<file path="src/rtl/spi_target.sv">
// -----------------------------------------------------------------------------
// spi_target
//   SPI target (slave), mode 0 (CPOL=0, CPHA=0), MSB first. The SPI pins are
//   asynchronous to i_Clk. Each pin goes through a two-flop synchronizer, and
//   an extra history flop provides edge detection. The block receives
//   RX_WIDTH-bit frames on MOSI. It sends a TX_WIDTH-bit response on MISO,
//   which is loaded from a single-entry pending buffer when a frame starts.
//
// Ports
//   i_Clk          system clock, rising edge; must run >= 4x SCK
//   i_Rst_L        asynchronous active-low reset
//   i_SPI_Clk      SPI clock from master
//   i_SPI_CS_n     chip select, active low
//   i_SPI_MOSI     serial data in, MSB first
//   o_SPI_MISO     serial data out, MSB first
//   o_SPI_MISO_En  MISO output enable (frame active)
//   o_RX_Word      last complete received frame
//   o_RX_DV        one-cycle pulse when o_RX_Word updates
//   i_TX_Byte      response byte for the next frame
//   i_TX_DV        load strobe for i_TX_Byte (only when o_TX_Ready)
//   o_TX_Ready     no response byte pending
//   o_Frame_Err    one-cycle pulse: CS_n rose mid-frame
//   o_Overrun      one-cycle pulse: extra SCK rising edge after a full frame
// -----------------------------------------------------------------------------
module spi_target #(
    parameter int RX_WIDTH = 16,
    parameter int TX_WIDTH = 8
) (
    input  logic                i_Clk,
    input  logic                i_Rst_L,
    input  logic                i_SPI_Clk,
    input  logic                i_SPI_CS_n,
    input  logic                i_SPI_MOSI,
    output logic                o_SPI_MISO,
    output logic                o_SPI_MISO_En,
    output logic [RX_WIDTH-1:0] o_RX_Word,
    output logic                o_RX_DV,
    input  logic [TX_WIDTH-1:0] i_TX_Byte,
    input  logic                i_TX_DV,
    output logic                o_TX_Ready,
    output logic                o_Frame_Err,
    output logic                o_Overrun
);

    localparam int CNT_W = $clog2(RX_WIDTH + 1);

    typedef enum logic [1:0] {
        ST_IDLE,
        ST_SHIFT,
        ST_HOLD
    } state_e;

    // Synchronizers: [0] and [1] are the two metastability flops, and [2]
    // holds the previous synchronized value for edge detection.
    logic [2:0] sck_sync_q;
    logic [2:0] cs_sync_q;
    logic [1:0] mosi_sync_q;

    // NOTE: sequential state uses non-blocking assignments only, so every flop
    // samples the values from before the clock edge.
    always_ff @(posedge i_Clk or negedge i_Rst_L) begin
        if (!i_Rst_L) begin
            sck_sync_q  <= '0;
            // CS_n history resets low. This way, a CS_n that is already low
            // when reset is released does not look like a falling edge and
            // does not start a frame. A high CS_n only produces a rising edge,
            // and that edge is ignored in IDLE.
            cs_sync_q   <= '0;
            mosi_sync_q <= '0;
        end else begin
            sck_sync_q  <= {sck_sync_q[1:0], i_SPI_Clk};
            cs_sync_q   <= {cs_sync_q[1:0], i_SPI_CS_n};
            mosi_sync_q <= {mosi_sync_q[0], i_SPI_MOSI};
        end
    end

    logic sck_rise, sck_fall, cs_fall, cs_rise, mosi_bit;
    assign sck_rise = sck_sync_q[1] & ~sck_sync_q[2];
    assign sck_fall = ~sck_sync_q[1] & sck_sync_q[2];
    assign cs_rise  = cs_sync_q[1] & ~cs_sync_q[2];
    assign cs_fall  = ~cs_sync_q[1] & cs_sync_q[2];
    assign mosi_bit = mosi_sync_q[1];

    state_e              state_q, state_d;
    logic [CNT_W-1:0]    cnt_q, cnt_d;
    logic [RX_WIDTH-1:0] rx_sr_q, rx_sr_d;
    logic [RX_WIDTH-1:0] rx_word_q, rx_word_d;
    logic [TX_WIDTH-1:0] tx_sr_q, tx_sr_d;
    logic [TX_WIDTH-1:0] pend_byte_q, pend_byte_d;
    logic                pend_q, pend_d;
    logic                rx_dv_q, rx_dv_d;
    logic                frame_err_q, frame_err_d;
    logic                overrun_q, overrun_d;

    always_comb begin
        // NOTE: every signal assigned here gets a default first, so no path
        // can leave one unassigned and infer a latch.
        state_d     = state_q;
        cnt_d       = cnt_q;
        rx_sr_d     = rx_sr_q;
        rx_word_d   = rx_word_q;
        tx_sr_d     = tx_sr_q;
        pend_d      = pend_q;
        pend_byte_d = pend_byte_q;
        rx_dv_d     = 1'b0;
        frame_err_d = 1'b0;
        overrun_d   = 1'b0;

        unique case (state_q)
            ST_IDLE: begin
                if (cs_fall) begin
                    state_d = ST_SHIFT;
                    cnt_d   = '0;
                    rx_sr_d = '0;
                    tx_sr_d = pend_q ? pend_byte_q : '0;
                    pend_d  = 1'b0;
                end
            end
            ST_SHIFT: begin
                if (sck_rise) begin
                    rx_sr_d = {rx_sr_q[RX_WIDTH-2:0], mosi_bit};
                    cnt_d   = cnt_q + 1'b1;
                    if (cnt_q == CNT_W'(RX_WIDTH - 1)) begin
                        rx_word_d = rx_sr_d;
                        rx_dv_d   = 1'b1;
                        state_d   = ST_HOLD;
                    end
                end
                if (sck_fall) begin
                    tx_sr_d = tx_sr_q << 1;
                end
                // When the final SCK edge and CS_n release land in the same
                // cycle, the completed frame wins: no error is flagged, but
                // the FSM still returns to IDLE.
                if (cs_rise) begin
                    state_d = ST_IDLE;
                    if (!rx_dv_d && cnt_d != '0) begin
                        frame_err_d = 1'b1;
                    end
                end
            end
            ST_HOLD: begin
                if (sck_rise) begin
                    overrun_d = 1'b1;
                end
                if (cs_rise) begin
                    state_d = ST_IDLE;
                end
            end
            default: state_d = ST_IDLE;
        endcase

        // This acceptance check runs after the frame-start clear above. A
        // strobe in the same cycle as the load therefore becomes the next
        // pending byte, but only if the buffer was empty going in.
        if (i_TX_DV && !pend_q) begin
            pend_d      = 1'b1;
            pend_byte_d = i_TX_Byte;
        end
    end

    always_ff @(posedge i_Clk or negedge i_Rst_L) begin
        if (!i_Rst_L) begin
            state_q     <= ST_IDLE;
            cnt_q       <= '0;
            rx_sr_q     <= '0;
            rx_word_q   <= '0;
            tx_sr_q     <= '0;
            pend_q      <= 1'b0;
            pend_byte_q <= '0;
            rx_dv_q     <= 1'b0;
            frame_err_q <= 1'b0;
            overrun_q   <= 1'b0;
        end else begin
            state_q     <= state_d;
            cnt_q       <= cnt_d;
            rx_sr_q     <= rx_sr_d;
            rx_word_q   <= rx_word_d;
            tx_sr_q     <= tx_sr_d;
            pend_q      <= pend_d;
            pend_byte_q <= pend_byte_d;
            rx_dv_q     <= rx_dv_d;
            frame_err_q <= frame_err_d;
            overrun_q   <= overrun_d;
        end
    end

    // The left shift fills with zeros, so MISO drops to 0 after TX_WIDTH bits.
    assign o_SPI_MISO    = (state_q == ST_SHIFT) & tx_sr_q[TX_WIDTH-1];
    assign o_SPI_MISO_En = (state_q != ST_IDLE);
    assign o_RX_Word     = rx_word_q;
    assign o_RX_DV       = rx_dv_q;
    assign o_TX_Ready    = ~pend_q;
    assign o_Frame_Err   = frame_err_q;
    assign o_Overrun     = overrun_q;

endmodule

</file>
<file path="config.mk">
export PLATFORM = sky130hd
export DESIGN_NAME = spi_target
export DESIGN_NICKNAME = d
export VERILOG_FILES = /design/src/rtl/spi_target.sv
export SDC_FILE = /design/constraint.sdc
export NUM_CORES = 1
export LEC_CHECK = 0
export ABC_AREA = 0
export ABC_CLOCK_PERIOD_IN_PS = 3900
export CAP_MARGIN = 20
export CORE_MARGIN = 2
export CORE_UTILIZATION = 54
export CTS_BUF_LIST = sky130_fd_sc_hd__clkbuf_16
export DETAILED_ROUTE_END_ITERATION = 10
export PLACE_DENSITY = 0.85
export SLEW_MARGIN = 15
export SYNTH_ARGS = -nofsm -noshare
export SYNTH_HDL_FRONTEND = slang
export SYNTH_SLANG_ARGS = --single-unit
</file>
<file path="constraint.sdc">
create_clock -name i_Clk -period 3.9 [get_ports i_Clk]
set_input_delay 0.78 -clock i_Clk [delete_from_list [all_inputs] [get_ports i_Clk]]
set_output_delay 0.78 -clock i_Clk [all_outputs]
set_load 0.005 [all_outputs]
</file>
Yosys cells after proc, flatten, opt, wreduce, memory -nomap -nowiden. Index checks and enable logic that the tools add are counted.

Eq/ne operators: 9. Add/sub/neg operators: 1. Reduce and logical (&&, ||, !) cells: 16. Mux-type cells: 29. Bitwise gates (word level): 10.

Operator list (number): 15-bit two-way mux (2); 15-bit case mux with 2 select lines (1); 8-bit two-way mux (3); 8-bit case mux with 2 select lines (1); 5-bit two-way mux (3); 1-bit two-way mux (12); 2-bit two-way mux (5); 5-bit case mux with 2 select lines (1); 3-bit AND reduction (3); 2-bit inequality test (second input constant) (4); 2-bit nonzero test (4); 3-bit inequality test (second input constant) (2); 2-bit case mux with 3 select lines (1); 5-bit by 1-bit adder with 5-bit output (second input constant) (1); 1-bit bitwise AND (5); 5-bit by 4-bit == test with 1-bit output (second input constant) (1); 1-bit NOT (5); 5-bit nonzero test (1); 2-bit AND reduction (2); 4-bit AND reduction (1); 2-bit by 1-bit == test with 1-bit output (second input constant) (1); 2-bit == test (second input constant) (1); 1-bit logical AND (2); 1-bit zero test (2); 2-bit zero test (1).

Output and inout port bits: 22. Word-level logic and storage cells: 78. Bits in registers: 66. Bits of input ports: 14.

Logic depth before layout (Yosys ltp). Gate-level depths: netlist of the first run.

Depth in word-level cells: 9. Depth in mapped cells: 6. Depth with buffers taken out: 6.

Worst setup path after synthesis of the first run. OpenSTA, ideal clock, no wires.

Path kind: register to output. Start: register state_q[0]. End: output o_SPI_MISO. Data required time: 3.120 ns. Stages on the path, launching flop included: 4. Buffers on the path: 1. Arrival time: 0.976 ns. Slack: 2.144 ns. Cells stage by stage: dfrtp_1 > nor2b_1 > clkbuf_1 > and2_1.

Longest elaborated chain between the ends: 2.

Ends and longest elaborated chain: from (decl) (line 84) `state_e state_q, state_d;`; from (signal assigned) (line 175) `state_q <= state_d;`; 2-bit by 1-bit == test with 1-bit output (line 189) `assign o_SPI_MISO = (state_q == ST_SHIFT) & tx_sr_q[TX_WIDTH-1];`; 1-bit bitwise AND (line 189); to (decl) (line 34) `output logic o_SPI_MISO,`.

No other way between the ends.

Worst setup path after layout of the first run. Ends and elaborated chain as after synthesis.

==> out/metrics.cfg, run 1 <==
[route]
wl_per_cell_um=15.2
drt-total-wl_um=4670
drc=0
postRouteAntennaNets=0
post_drt_via_cell_ratio=5.30
vias=1628
drt_iter0_markers=49
first_pass_iters=6

[synthesis]
synth_cells=196
synth_nets=212
synth-seq-cells=66
ys_seq_area_frac=0.619
yosysUniqueCellTypes=32
synth.avg_cell_area_um2=13.6
netlist_area_um2=2670
ys_warn_count=0

[worst_setup_path]
crit_required_ns=3.12
worstPathMaxFanout=9
reg2reg_depth=5
crit_path_start_kind=flop
end_kind=output pin
cp.arrival_ns=2.05
r2r_start=cnt_q[0]
critPathTopFamily=simple AND/OR/NAND/NOR gates
r2r-end=o_RX_Word[5]
slowest_delay_ns=0.56
path_buf_inv=1
cp_cell_sequence=nor2b_1 -> and2_1 -> clkdlybuf4s50_1
reg2reg_slack_ns=2.10
critical_path_class=flop to output pin
cp_slowest_cell=nor2b_1

[global_route]
grt_max_degree=46
grt_pass1_wl_um=7760
antenna_found_initial=0
first_global_vias=1601
gr-usage-all-layers=0.191
grt-ovfl-total=0

[timing]
post-route-period-util=0.725
hold_viol=0
timing.slew.headroom=0.463
tightest_slew_ns=0.804
fin_crit_ns=2.83
fmax_ghz=0.354
setup_viol=0
setup-tns-final_ns=0
rsz0062_at_grt=no
skew_ns=0.00483
slew_violations=0

[placed_design]
hpwl_um=2900
gp_congestion=0.798
io_buffers=35
place_area_um2=3040

[final_layout]
layout.nets=251
nFillCells=335
multi_input_area_um2=936
seqCellArea_um2=1650
synthToLayoutAreaGrowth_pct=26.4
drive_above_1_share=0.204
diodes=0
stdcell_area_um2=3370

[clock_tree]
cts.clk_slew.worst_paths_ns=0.05
htree_num_levels=3
cts_resized=0
postCtsSetupBuffers=0
clk_latency_ns=0.33
cts-root-buf=clkbuf_16
cts_tree=yes
clock-sinks=66
cts.path.max_buffers=2
numCtsBuffers=9
holdBufCountCts=0

[worst_hold_path]
hold-path-endpoint=cs_sync_q[1]
hp-start=cs_sync_q[0]
hold_class=flop to flop
whs_path_depth=0

[floorplan]
die_w_um=74.3
rows=25
initial_core_util=0.561
fp.dieH_um=74.3
core_um2=4750
num_io_pins=36
die_area_um2=5520

[power]
leakagePower_nw=1.59
ir_drop_v=0.000350
powerDensity_nw_per_um2=638

[status]
status=finished, final reports clean

[flow_run]
drv_cap=0

metal layers:
metal  vias to the layer above  part of all wire  GRT usage
li1                        769                 -          -
met1                       821              0.46      0.261
met2                        34              0.49      0.284
met3                         4             0.039     0.0772
met4                         0            0.0088     0.0615
met5                         -                 0          0
how the worst max path moves through the flow:
stage / from / to / slack, ns / cells after the start
2_1_floorplan: state_q[0] / o_SPI_MISO / 2.14 / 3
3_3_place_gp: state_q[0] / o_SPI_MISO / 1.49 / 3
3_5_place_dp: state_q[0] / o_SPI_MISO / 1.42 / 3
4_1_cts: state_q[0] / o_SPI_MISO / 1.05 / 3
5_1_grt: state_q[0] / o_SPI_MISO / 0.92 / 3
6_report: state_q[0] / o_SPI_MISO / 1.07 / 3
registers in the layout, indices dropped and copies added (netlist names):
signal	cells
o_Overrun	1
cnt_q	5
sck_sync_q	3
pend_q	1
state_q	2
pend_byte_q	8
cs_sync_q	3
o_RX_Word	16
o_Frame_Err	1
o_RX_DV	1
mosi_sync_q	2
rx_sr_q	15
tx_sr_q	8
kinds of logic (layout without fill, tap and decap cells):
| family | after synthesis | after routing | share of synthesized area |
|---|---|---|---|
| fa+ha+maj | 2 | 2 | 0.00938 |
| buf+inv | 13 | 57 | 0.0296 |
| mux | 25 | 25 | 0.118 |
| flops | 66 | 66 | 0.619 |
| xor+xnor | 2 | 2 | 0.00657 |
| compound gates | 36 | 36 | 0.101 |
| simple gates | 52 | 52 | 0.115 |
synthesized netlist by cell type (all sizes together):
master | count | share of area
dfrtp | 66 | 0.62
ha | 2 | 0.0094
and3 | 1 | 0.0023
nand2 | 15 | 0.024
or2 | 1 | 0.0023
inv | 4 | 0.0056
nand2b | 4 | 0.015
mux2 | 25 | 0.12
nand3 | 7 | 0.013
o21bai | 1 | 0.0028
or3 | 1 | 0.0023
o21ai | 5 | 0.0094
a21o | 1 | 0.0028
or3b | 1 | 0.0042
nor2 | 10 | 0.020
nand4 | 2 | 0.0047
clkbuf | 5 | 0.0070
a31oi | 8 | 0.019
a21oi | 4 | 0.012
and2 | 2 | 0.0047
buf | 4 | 0.017
a221oi | 1 | 0.0033
nor2b | 6 | 0.017
xor2 | 2 | 0.0066
a22o | 16 | 0.053
nand3b | 2 | 0.0056
report_power, final:
group	switching [mW]	internal, mW	leakage (nW)
registers	0.101	0.810	0.859
clock network	0.279	0.552	0.154
logic	0.198	0.210	0.572
total	0.578	1.57	1.59
cells in the final DEF, fill, tap and decap left out, types with 3 or more instances in the layout:
| cell type | count |
|---|---|
| mux2_4 | 9 |
| a31oi_1 | 8 |
| a21oi_1 | 3 |
| nor2_1 | 9 |
| dfrtp_1 | 66 |
| mux2_2 | 16 |
| nand3_1 | 7 |
| a22o_1 | 16 |
| clkdlybuf4s50_1 | 34 |
| o21ai_0 | 5 |
| inv_1 | 5 |
| nand2_1 | 14 |
| clkbuf_16 | 9 |
| nor2b_1 | 5 |
area by class of cell:
cell class                 count  area share
sequential                    66       0.490
clock buffer                   9      0.0668
multi-input combinational    117       0.278
inverter                       4     0.00446
tap                           67      0.0249
timing repair buffer          37       0.111
clock inverter                 7      0.0253
through the flow:
stage / cells / utilization / setup slack, ns / power, mW / hold slack (ns)
3_5_place_dp: 290 / 0.639 / 1.42 / 1.33 / 0.339
3_3_place_gp: 290 / 0.639 / 1.49 / 1.31 / 0.335
4_1_cts: 306 / 0.704 / 1.05 / 2.17 / 0.348
5_1_grt: 307 / 0.709 / 0.918 / 2.27 / 0.353
6_report: 307 / 0.709 / 1.07 / 2.15 / 0.347
2_1_floorplan: 196 / - / 2.14 / 1.22 / 0.331
worst reg2reg max path: stages, from the launching register on:
cell	delay [ns]
dfrtp_1	0.42
ha_1	0.22
and3_1	0.18
ha_1	0.23
nand2_4	0.25
mux2_2	0.38
Power figures use the tool's default switching activity.
==> run 2: changes to the inputs <==
--- a/config.mk
+++ b/config.mk
@@ -6,7 +6,7 @@
 export NUM_CORES = 1
 export LEC_CHECK = 0
 export ABC_AREA = 0
-export ABC_CLOCK_PERIOD_IN_PS = 3900
+export ABC_CLOCK_PERIOD_IN_PS = 2900
 export CAP_MARGIN = 20
 export CORE_MARGIN = 2
 export CORE_UTILIZATION = 54
==> constraint.sdc (replaced) <==
create_clock -name i_Clk -period 2.9 [get_ports i_Clk]
set_input_delay 0.58 -clock i_Clk [delete_from_list [all_inputs] [get_ports i_Clk]]
set_output_delay 0.58 -clock i_Clk [all_outputs]
set_load 0.005 [all_outputs]
==> out/metrics.cfg, run 2 (synthesized netlist as in run 1, its figures left out) <==
[timing]
fin_crit_ns=2.31
slew_violations=0
timing.slew.headroom=0.472
post-route-period-util=0.798
skew_ns=0.00914
setup-tns-final_ns=0
setup_viol=0
hold_viol=0
tightest_slew_ns=0.792
fmax_ghz=0.432
timing.final.ws_setup_ns=0.586
rsz0062_at_grt=no

[global_route]
first_global_vias=1637
antenna_found_initial=0
use_met3=0.0799
use_met2=0.301
gr-usage-all-layers=0.196
grt_use_met1=0.252
grt-ovfl-total=0
top_usage_layer=met2
grt_pass1_wl_um=7860
grt_max_degree=67

[placed_design]
hpwl_um=2820
dp_worst_setup_slack_ns=0.925
io_buffers=35
gp_congestion=0.748
place_area_um2=3050

[worst_setup_path]
cp_slowest_cell=clkdlybuf4s50_1
crit_required_ns=2.32
slowest_delay_ns=0.49
end_kind=output pin
worstPathMaxFanout=9
cp_cell_sequence=nor2b_1 -> buf_4 -> and2_1 -> clkdlybuf4s50_1
critical_path_class=flop to output pin
crit_path_start_kind=flop
cp.arrival_ns=1.73

[clock_tree]
clock-sinks=66
numCtsBuffers=9
cts.clk_slew.worst_paths_ns=0.05
cts-root-buf=clkbuf_16
postCtsSetupBuffers=0
cts_resized=0
cts_tree=yes
cts.path.max_buffers=2
clk_latency_ns=0.33
htree_num_levels=3
holdBufCountCts=0

[floorplan]
fp.dieH_um=74.3
initial_core_util=0.561
die_w_um=74.3
rows=25
num_io_pins=36
die_area_um2=5520
core_um2=4750

[route]
drc=0
vias=1660
first_pass_iters=4
post_drt_via_cell_ratio=5.41
drt_iter0_markers=102
drt-total-wl_um=4690
wl_per_cell_um=15.3
postRouteAntennaNets=0

[final_layout]
synthToLayoutAreaGrowth_pct=24.1
layout_common_cells=dfrtp_1 (66), clkdlybuf4s50_1 (34), a22o_1 (16), mux2_2 (16), nand2_1 (14)
final_common_cell=dfrtp_1
largest_reg_flops=16
diodes=0
layout.nets=252
drive_above_1_share=0.200
stdcell_area_um2=3310

[power]
powerDensity_nw_per_um2=818
ir_drop_v=0.000479
leakagePower_nw=1.57

[flow_run]
drv_cap=0

[worst_hold_path]
hold_class=flop to flop

[status]
status=finished, final reports clean

-- run 2: per-stage QoR --
step | total power [mW] | cells | hold WS, ns | utilization
floorplan | 1.64 | 196 | 0.284 | -
global placement | 1.77 | 292 | 0.335 | 0.642
detailed placement | 1.80 | 292 | 0.341 | 0.642
CTS | 2.73 | 307 | 0.344 | 0.696
global route | 2.86 | 307 | 0.350 | 0.696
finish | 2.71 | 307 | 0.342 | 0.696
-- run 2: metal layers --
layer  vias up  routed length [µm]  share of wire
met4         0                  81          0.017
met5         -                   0              0
met1       846                2110           0.45
li1        770                   -              -
met2        38                2280           0.49
met3         6                 213          0.045
-- run 2: critical path: cells and delay by family, from the launching register on --
kind,cells,cell delay (ns)
flip-flops,1,0.47
buffers and inverters,2,0.66
AND/OR/NAND/NOR,2,0.29
-- run 2: worst paths after layout --
kind,from,to,depth (start not counted),slack (ns)
worst min register to register,sck_sync_q[0],sck_sync_q[1],0,0.34
min in group asynchronous,i_Rst_L,rx_sr_q[1],2,0.43
worst max register to register,cnt_q[0],o_RX_Word[0],5,1.08
worst max-delay path,state_q[0],o_SPI_MISO,4,0.59
worst min-delay path,sck_sync_q[0],sck_sync_q[1],0,0.34
max in group asynchronous,i_Rst_L,o_RX_Word[6],2,1.95
-- run 2: power breakdown --
| group | total (mW) | internal [mW] | switching [mW] |
|---|---|---|---|
| sequential | 1.22 | 1.09 | 0.132 |
| clock | 0.923 | 0.559 | 0.364 |
| combinational | 0.560 | 0.292 | 0.268 |
-- run 2: cell type report --
type / instances / area [µm²]
clock inverter: 6 / 28.8
fill: 338 / 1450
clock buffer: 9 / 225
sequential: 66 / 1650
tap: 67 / 83.8
multi-input combinational: 117 / 936
inverter: 4 / 15.0
timing repair buffer: 38 / 368
